--- config.mk ---
export PLATFORM = sky130hd
export DESIGN_NAME = seq_divider
export DESIGN_NICKNAME = d
export VERILOG_FILES = /design/src/rtl/seq_divider_pkg.sv /design/src/rtl/seq_divider_div_step.sv /design/src/rtl/seq_divider.sv
export SDC_FILE = /design/constraint.sdc
export NUM_CORES = 1
export LEC_CHECK = 0
export ABC_CLOCK_PERIOD_IN_PS = 5100
export BUFFER_PORTS_ARGS = -buffer_cell sky130_fd_sc_hd__clkbuf_2
export CAP_MARGIN = 10
export CORE_ASPECT_RATIO = 1.25
export CORE_UTILIZATION = 40
export DETAILED_ROUTE_END_ITERATION = 16
export PLACE_DENSITY_LB_ADDON = 0.05
export SYNTH_ARGS = -nofsm -noshare
export SYNTH_HDL_FRONTEND = slang
export SYNTH_HIERARCHICAL = 1
export SYNTH_SLANG_ARGS = --single-unit
--- constraint.sdc ---
create_clock -name clk -period 5.1 [get_ports clk]
set_input_delay 0.51 -clock clk [delete_from_list [all_inputs] [get_ports clk]]
set_output_delay 0.51 -clock clk [all_outputs]
set_load 0.005 [all_outputs]
--- src/rtl/seq_divider_pkg.sv ---
// Shared definitions for the sequential restoring divider: state encoding and default width.
package seq_divider_pkg;

  localparam int DEFAULT_WIDTH = 8;

  typedef enum logic [1:0] {
    IDLE = 2'd0,
    RUN  = 2'd1,
    FIN  = 2'd2
  } state_t;

endpackage

--- src/rtl/seq_divider_div_step.sv ---
// One combinational restoring-division step: shift in the next dividend bit, trial-subtract the
// divisor with a ripple-carry chain, and keep the difference only when it is non-negative.
module seq_divider_div_step
  import seq_divider_pkg::*;
#(
  parameter int WIDTH = DEFAULT_WIDTH
) (
  input  logic [WIDTH:0]   p,
  input  logic             a_msb,
  input  logic [WIDTH-1:0] d,
  output logic [WIDTH:0]   p_next,
  output logic             q_bit
);

  logic [WIDTH:0] shifted;
  logic [WIDTH:0] subtrahend;
  logic [WIDTH:0] diff;
  logic           carry;
  logic           unused_p_msb;

  // The partial remainder is always below the divisor, so its top bit never reaches the shift.
  assign unused_p_msb = p[WIDTH];

  assign shifted    = {p[WIDTH-1:0], a_msb};
  assign subtrahend = ~{1'b0, d};

  always_comb begin
    diff  = '0;
    carry = 1'b1;
    for (int i = 0; i <= WIDTH; i++) begin
      diff[i] = shifted[i] ^ subtrahend[i] ^ carry;
      carry   = (shifted[i] & subtrahend[i]) | (carry & (shifted[i] ^ subtrahend[i]));
    end
  end

  assign q_bit  = ~diff[WIDTH];
  assign p_next = q_bit ? diff : shifted;

endmodule

--- src/rtl/seq_divider.sv ---
// Iterative unsigned restoring divider, one quotient bit per clock, START/BUSY/DONE handshake.
// Optional DIVIDER_ZERO_ERR_EN: a zero divisor finishes in one cycle with Q=0, R=X, ERR=1.
//
// state | meaning
// IDLE  | waiting for start; q/r hold the last result
// RUN   | one restoring step per clock, cnt counts remaining steps
// FIN   | done pulse; start here chains straight into the next division
module seq_divider
  import seq_divider_pkg::*;
#(
  parameter int WIDTH = DEFAULT_WIDTH
) (
  input  logic             clk,
  input  logic             rst_n,
  input  logic             start,
  input  logic [WIDTH-1:0] x,
  input  logic [WIDTH-1:0] y,
  output logic             busy,
  output logic             done,
  output logic [WIDTH-1:0] q,
  output logic [WIDTH-1:0] r,
  output logic             err
);

  localparam int CW = $clog2(WIDTH + 1);

  state_t           state;
  state_t           state_next;
  logic [WIDTH:0]   p;
  logic [WIDTH:0]   p_next;
  logic [WIDTH-1:0] a;
  logic [WIDTH-1:0] dvs;
  logic [CW-1:0]    cnt;
  logic             q_bit;
  logic             accept;
  logic             last_step;
  logic             zero_skip;
  logic             err_q;

  seq_divider_div_step #(.WIDTH(WIDTH)) u_step (
    .p      (p),
    .a_msb  (a[WIDTH-1]),
    .d      (dvs),
    .p_next (p_next),
    .q_bit  (q_bit)
  );

  assign accept    = start && (state != RUN);
  assign last_step = (state == RUN) && (cnt == CW'(1));

`ifdef DIVIDER_ZERO_ERR_EN
  assign zero_skip = (y == '0);
`else
  assign zero_skip = 1'b0;
`endif

  always_comb begin
    state_next = state;
    busy       = 1'b0;
    done       = 1'b0;
    case (state)
      IDLE, FIN: begin
        done = (state == FIN);
        if (accept) state_next = zero_skip ? FIN : RUN;
        else        state_next = IDLE;
      end
      RUN: begin
        busy = 1'b1;
        if (last_step) state_next = FIN;
      end
      default: state_next = IDLE;
    endcase
  end

  always_ff @(posedge clk or negedge rst_n) begin
    if (!rst_n) begin
      state <= IDLE;
      p     <= '0;
      a     <= '0;
      dvs   <= '0;
      cnt   <= '0;
      q     <= '0;
      r     <= '0;
      err_q <= 1'b0;
    end else begin
      state <= state_next;
      if (accept) begin
        p     <= '0;
        a     <= x;
        dvs   <= y;
        cnt   <= CW'(WIDTH);
        err_q <= zero_skip;
        if (zero_skip) begin
          q <= '0;
          r <= x;
        end
      end else if (state == RUN) begin
        p   <= p_next;
        a   <= {a[WIDTH-2:0], q_bit};
        cnt <= cnt - CW'(1);
        // Results are published only on the final step so they stay stable while running.
        if (cnt == CW'(1)) begin
          q <= {a[WIDTH-2:0], q_bit};
          r <= p_next[WIDTH-1:0];
        end
      end
    end
  end

  assign err = err_q;

endmodule
* Yosys cells after proc, flatten, opt, wreduce, memory -nomap -nowiden
Index checks and enable logic that the tools add are counted.
** Cells by class
- $add $sub $neg :: 1
- Multiply operators :: 0
- Div/mod/pow operators :: 0
- Magnitude comparators :: 0
- Equal/unequal tests :: 5
- Shift-type cells :: 0
- Multiplexer cells :: 12
- Bitwise logic cells :: 44
- Reductions and logical operators :: 6
** Operator list (count)
- 2-to-1 mux 8 bit :: 5
- bitwise XOR 1 bit :: 17
- bitwise AND 1 bit :: 15
- NOT 8 -> 9 bit :: 1
- 2-to-1 mux 4 bit :: 2
- OR 1 bit :: 8
- equality test 4 x 1 -> 1 bit (second input constant) :: 1
- case mux 2 bit (2 select lines) :: 1
- subtractor 4 x 1 -> 4 bit (second input constant) :: 1
- 2-to-1 mux 1 bit :: 3
- NOT 1 bit :: 3
- AND reduction 3 bit :: 1
- equality test 2 x 1 -> 1 bit (second input constant) :: 1
- equality test 2 bit (second input constant) :: 1
- logical AND 1 bit :: 2
- zero test 2 bit :: 1
- 2-to-1 mux 2 bit :: 1
- != test 2 x 1 -> 1 bit (second input constant) :: 1
- != test 2 bit (second input constant) :: 1
- nonzero test 2 bit :: 1
- OR reduction 2 bit :: 1
** Word-level totals
- Bits in registers :: 46
- Latch bits :: 0
- Memory bits (writable) :: 0
- Bits in read-only memories :: 0
- Output and inout bits :: 19
- Memories kept :: 0

* Depth between registers and ports, before layout
- Word-level depth :: 21
- Depth in mapped cells :: 18
- Mapped depth without buffers :: 17

* By module
Netlist, hierarchy kept.
** By module, submodules not included
- seq_divider :: instances 1, cells each 157, area an instance 1975.6 µm²
- seq_divider_div_step :: instances 1, cells each 32, area an instance 314.1 µm²

* Least setup slack after synthesis
No wires, ideal clock.
- Kind :: reg-to-reg
- Start :: register a[7]
- End :: register r[6]
- Setup time :: 0.125 ns
- Data arrival time :: 3.931 ns
- Path slack :: 1.044 ns
- Cell stages (with the launch flop) :: 18
- Path buffers :: 1
- Period minus slack after synthesis :: 4.056 ns
- Cell sequence :: dfrtp_1 > inv_1 > ha_1 > fa_1 > fa_1 > fa_1 > fa_1 > inv_1 > fa_1 > inv_1 > fa_1 > fa_1 > inv_1 > ha_1 > buf_6 > nor2_2 > a21oi_2 > mux2_4
** On the way
- Cells in the longest elaborated chain, start to end :: 18
** Ends and longest elaborated chain
- from (decl) :: line seq_divider.sv:31 : logic [WIDTH-1:0] a;
- from (signal assigned) :: line seq_divider.sv:99 : a <= {a[WIDTH-2:0], q_bit};
- bitwise AND 1 bit or bitwise XOR 1 bit (tied branches) :: line seq_divider_div_step.sv:32 : carry = (shifted[i] & subtrahend[i]) | (carry & (shifted[i] ^ subtrahend[i]));
- OR 1 bit * :: line seq_divider_div_step.sv:32
- bitwise AND 1 bit * :: line seq_divider_div_step.sv:32
- OR 1 bit * :: line seq_divider_div_step.sv:32
- bitwise AND 1 bit * :: line seq_divider_div_step.sv:32
- OR 1 bit * :: line seq_divider_div_step.sv:32
- bitwise AND 1 bit * :: line seq_divider_div_step.sv:32
- OR 1 bit * :: line seq_divider_div_step.sv:32
- (+3 left out)
- OR 1 bit * :: line seq_divider_div_step.sv:32
- bitwise AND 1 bit :: line seq_divider_div_step.sv:32
- OR 1 bit :: line seq_divider_div_step.sv:32
- bitwise AND 1 bit :: line seq_divider_div_step.sv:32
- OR 1 bit :: line seq_divider_div_step.sv:32
- bitwise XOR 1 bit :: line seq_divider_div_step.sv:31 : diff[i] = shifted[i] ^ subtrahend[i] ^ carry;
- 2-to-1 mux 8 bit * :: line seq_divider_div_step.sv:37 : assign p_next = q_bit ? diff : shifted;
- net p_next[6] :: line seq_divider.sv:30 : logic [WIDTH:0] p_next;
- to (signal assigned) :: line seq_divider.sv:104 : r <= p_next[WIDTH-1:0];
- to (decl) :: line seq_divider.sv:21 : output logic [WIDTH-1:0] r,
The timed path passes the listed nets; every way through them passes the cells marked *.
A chain may end at the register's enable or synchronous reset.

* Final worst setup path
- Start :: register a[7]
- End :: register r[5]
** On the way
- Cells in the longest elaborated chain, start to end :: 18
** Ends and longest elaborated chain (line)
- bitwise AND 1 bit or bitwise XOR 1 bit (tied branches) :: seq_divider_div_step.sv:32
- OR 1 bit * :: seq_divider_div_step.sv:32
- bitwise AND 1 bit * :: seq_divider_div_step.sv:32
- OR 1 bit * :: seq_divider_div_step.sv:32
- bitwise AND 1 bit * :: seq_divider_div_step.sv:32
- OR 1 bit * :: seq_divider_div_step.sv:32
- bitwise AND 1 bit * :: seq_divider_div_step.sv:32
- OR 1 bit * :: seq_divider_div_step.sv:32
- (+3 left out)
- OR 1 bit :: seq_divider_div_step.sv:32
- bitwise AND 1 bit :: seq_divider_div_step.sv:32
- OR 1 bit :: seq_divider_div_step.sv:32
- bitwise AND 1 bit :: seq_divider_div_step.sv:32
- OR 1 bit :: seq_divider_div_step.sv:32
- bitwise XOR 1 bit :: seq_divider_div_step.sv:31
- 2-to-1 mux 8 bit * :: seq_divider_div_step.sv:37
- net p_next[5] :: seq_divider.sv:30
Marks and branches as above.

==> results.yml <==
clock_tree:
  htree_num_levels: 2
  cts-buffers-inserted: 5
  cts.sinks: 46
  cts-hold-fix-buffers: 0
  clk_pin_slew_ns: 0.09
  postCtsSetupBuffers: 0
  root_buffer: "clkbuf_8"
  cts_buffer_depth: 2
  cts_resized: 0
  cts_tree: "yes"
  clock_latency_ns: 0.30
run_status:
  outcome: "finished clean"
sta:
  whs_ns: 0.268
  hold_viol: 0
  slew_headroom_pct: 59.4
  skew_ns: 0.0123
  tns_ns: 0
  finalCritPeriodShare_pct: 89.8
  slew_viol_final: 0
  setup_viol_count_final: 0
  rsz0062_at_grt: "false"
  fmax_ghz: 0.218
  worstMarginPinSlew_ns: 0.610
  setup_ws_ns: 0.522
  fin_crit_ns: 4.58
grt:
  grt.total_usage_pct: 15.3
  grt_pass1_vias: 1489
  overflow: 0
  antenna_found_initial: 0
  grt_max_degree: 47
  grt_pass1_wl_um: 7130
setup_path:
  crit_required_ns: 5.29
  reg2reg_depth: 15
  crit_fanout: 13
  path_class: "reg2reg"
  cp-end-kind: "register"
  arrival_ns: 4.77
  startpoint_type: "register"
pwr:
  pwr-share-seq_pct: 38.0
  power.total_mw: 1.76
  clockPowerShare_pct: 13.3
  vdd_drop_max_v: 0.000401
  p_int_mw: 1.07
  comb_power_share_pct: 48.7
  p_leak_nw: 1.28
  sw_frac_of_total_pct: 39.4
  cellPowerDensity_nw_per_um2: 694
  netSwitchingPower_uw: 696
placement:
  dp_slack_ns: 0.519
  place_congestion: 0.735
  io_buffers: 36
  dp_hpwl_um: 2770
  placed_cell_area_um2: 2450
  dp_cells: 276
routing:
  drtIter0Drc: 83
  wl_um: 4050
  dr.pass1.iters: 4
  drc: 0
  drtAntennaViolNets: 0
  viasPerCell: 4.89
  wl_per_cell_um: 14.3
  vias: 1389
finish:
  utilization_pct: 46.7
  nNetsFinal: 249
  fillers: 516
  syn2layout_area_growth_pct: 12.9
  diodes: 0
  fin_cells: 284
  layout-drive-gt1-share_pct: 36.4
  design_area_um2: 2540
synth:
  synth.avg_cell_area_um2: 12.2
  synth_nets: 215
  yosysWarnings: 6
  synth_cells: 185
  syn_area_um2: 2250
floorplanning:
  fp.dieArea_um2: 5940
  num_rows: 30
  fp.dieW_um: 69.1
  die_y_um: 85.9
  coreArea_um2: 5440
  start_util_pct: 41.4
  pin_count: 38
run:
  drv_cap: 0
min_path:
  hold_path.class: "in2async"
[critical path, stage by stage, from the launching register on]
cell and delay [ns]:
dfrtp_1 0.39, inv_1 0.06, ha_1 0.20, fa_1 0.37, fa_1 0.39, fa_1 0.39
fa_1 0.38, inv_1 0.08, fa_1 0.16, inv_1 0.05, fa_1 0.37, fa_1 0.36
inv_1 0.06, ha_1 0.52, mux2_2 0.42, mux2_4 0.26
[area by class of cell]
class	instances	area (um^2)	area share (%)
Sequential cell	46	1150	45.3
Multi-Input combinational cell	113	967	38.0
Timing Repair Buffer	37	188	7.38
Clock buffer	6	82.6	3.25
Tap cell	64	80.1	3.15
Inverter	16	62.6	2.46
Clock inverter	2	12.5	0.492
[final timing paths]
check / startpoint / endpoint / slack, ns
max in group asynchronous: rst_n / r[6]$_DFFE_PN0P_ / 4.40
hold / removal: rst_n / cnt[3]$_DFFE_PN0P_ / 0.27
hold reg to reg: q[1]$_DFFE_PN0P_ / q[1]$_DFFE_PN0P_ / 0.51
min in group clk: y[5] / dvs[5]$_DFFE_PN0N_ / 0.44
setup reg to reg: a[7]$_DFFE_PN0P_ / r[5]$_DFFE_PN0P_ / 0.52
setup / recovery: a[7]$_DFFE_PN0P_ / r[5]$_DFFE_PN0P_ / 0.52
[metal layers]
layer | track usage, % | vias up | wire length, um
li1 | - | 677 | -
met5 | 0 | - | 0
met3 | 3.41 | 7 | 134
met1 | 20.1 | 674 | 1800
met4 | 5.38 | 0 | 77
met2 | 25.1 | 31 | 2040
[layout by cell type (no fill, tap or decap), drive strengths merged]
cell type  instances
a21oi              3
and2b              1
and3               1
buf                1
clkbuf            42
clkinv             1
clkinvlp           1
conb               1
dfrtp             46
fa                 7
ha                 4
inv               16
mux2              25
mux2i             12
nand2             26
nand2b             1
nand3              2
nand3b             1
nor2               3
nor3               4
nor3b              1
o211ai             1
o21ai             19
o22ai              1
[power by group through the flow]
stage                     logic (mW)  registers [mW]  clock network, mW
after floorplan                0.700           0.658                  0
after global placement         0.850           0.673                  0
after detailed placement       0.882           0.679                  0
after CTS                      0.884           0.672              0.245
after global routing            1.00           0.695              0.261
final                          0.860           0.670              0.235
[state kept, by name (all words and copies together) (netlist names)]
register  cells
a             8
cnt           4
dvs           8
p             8
q             8
r             8
state         2
(Power assumes the default switching activity.)
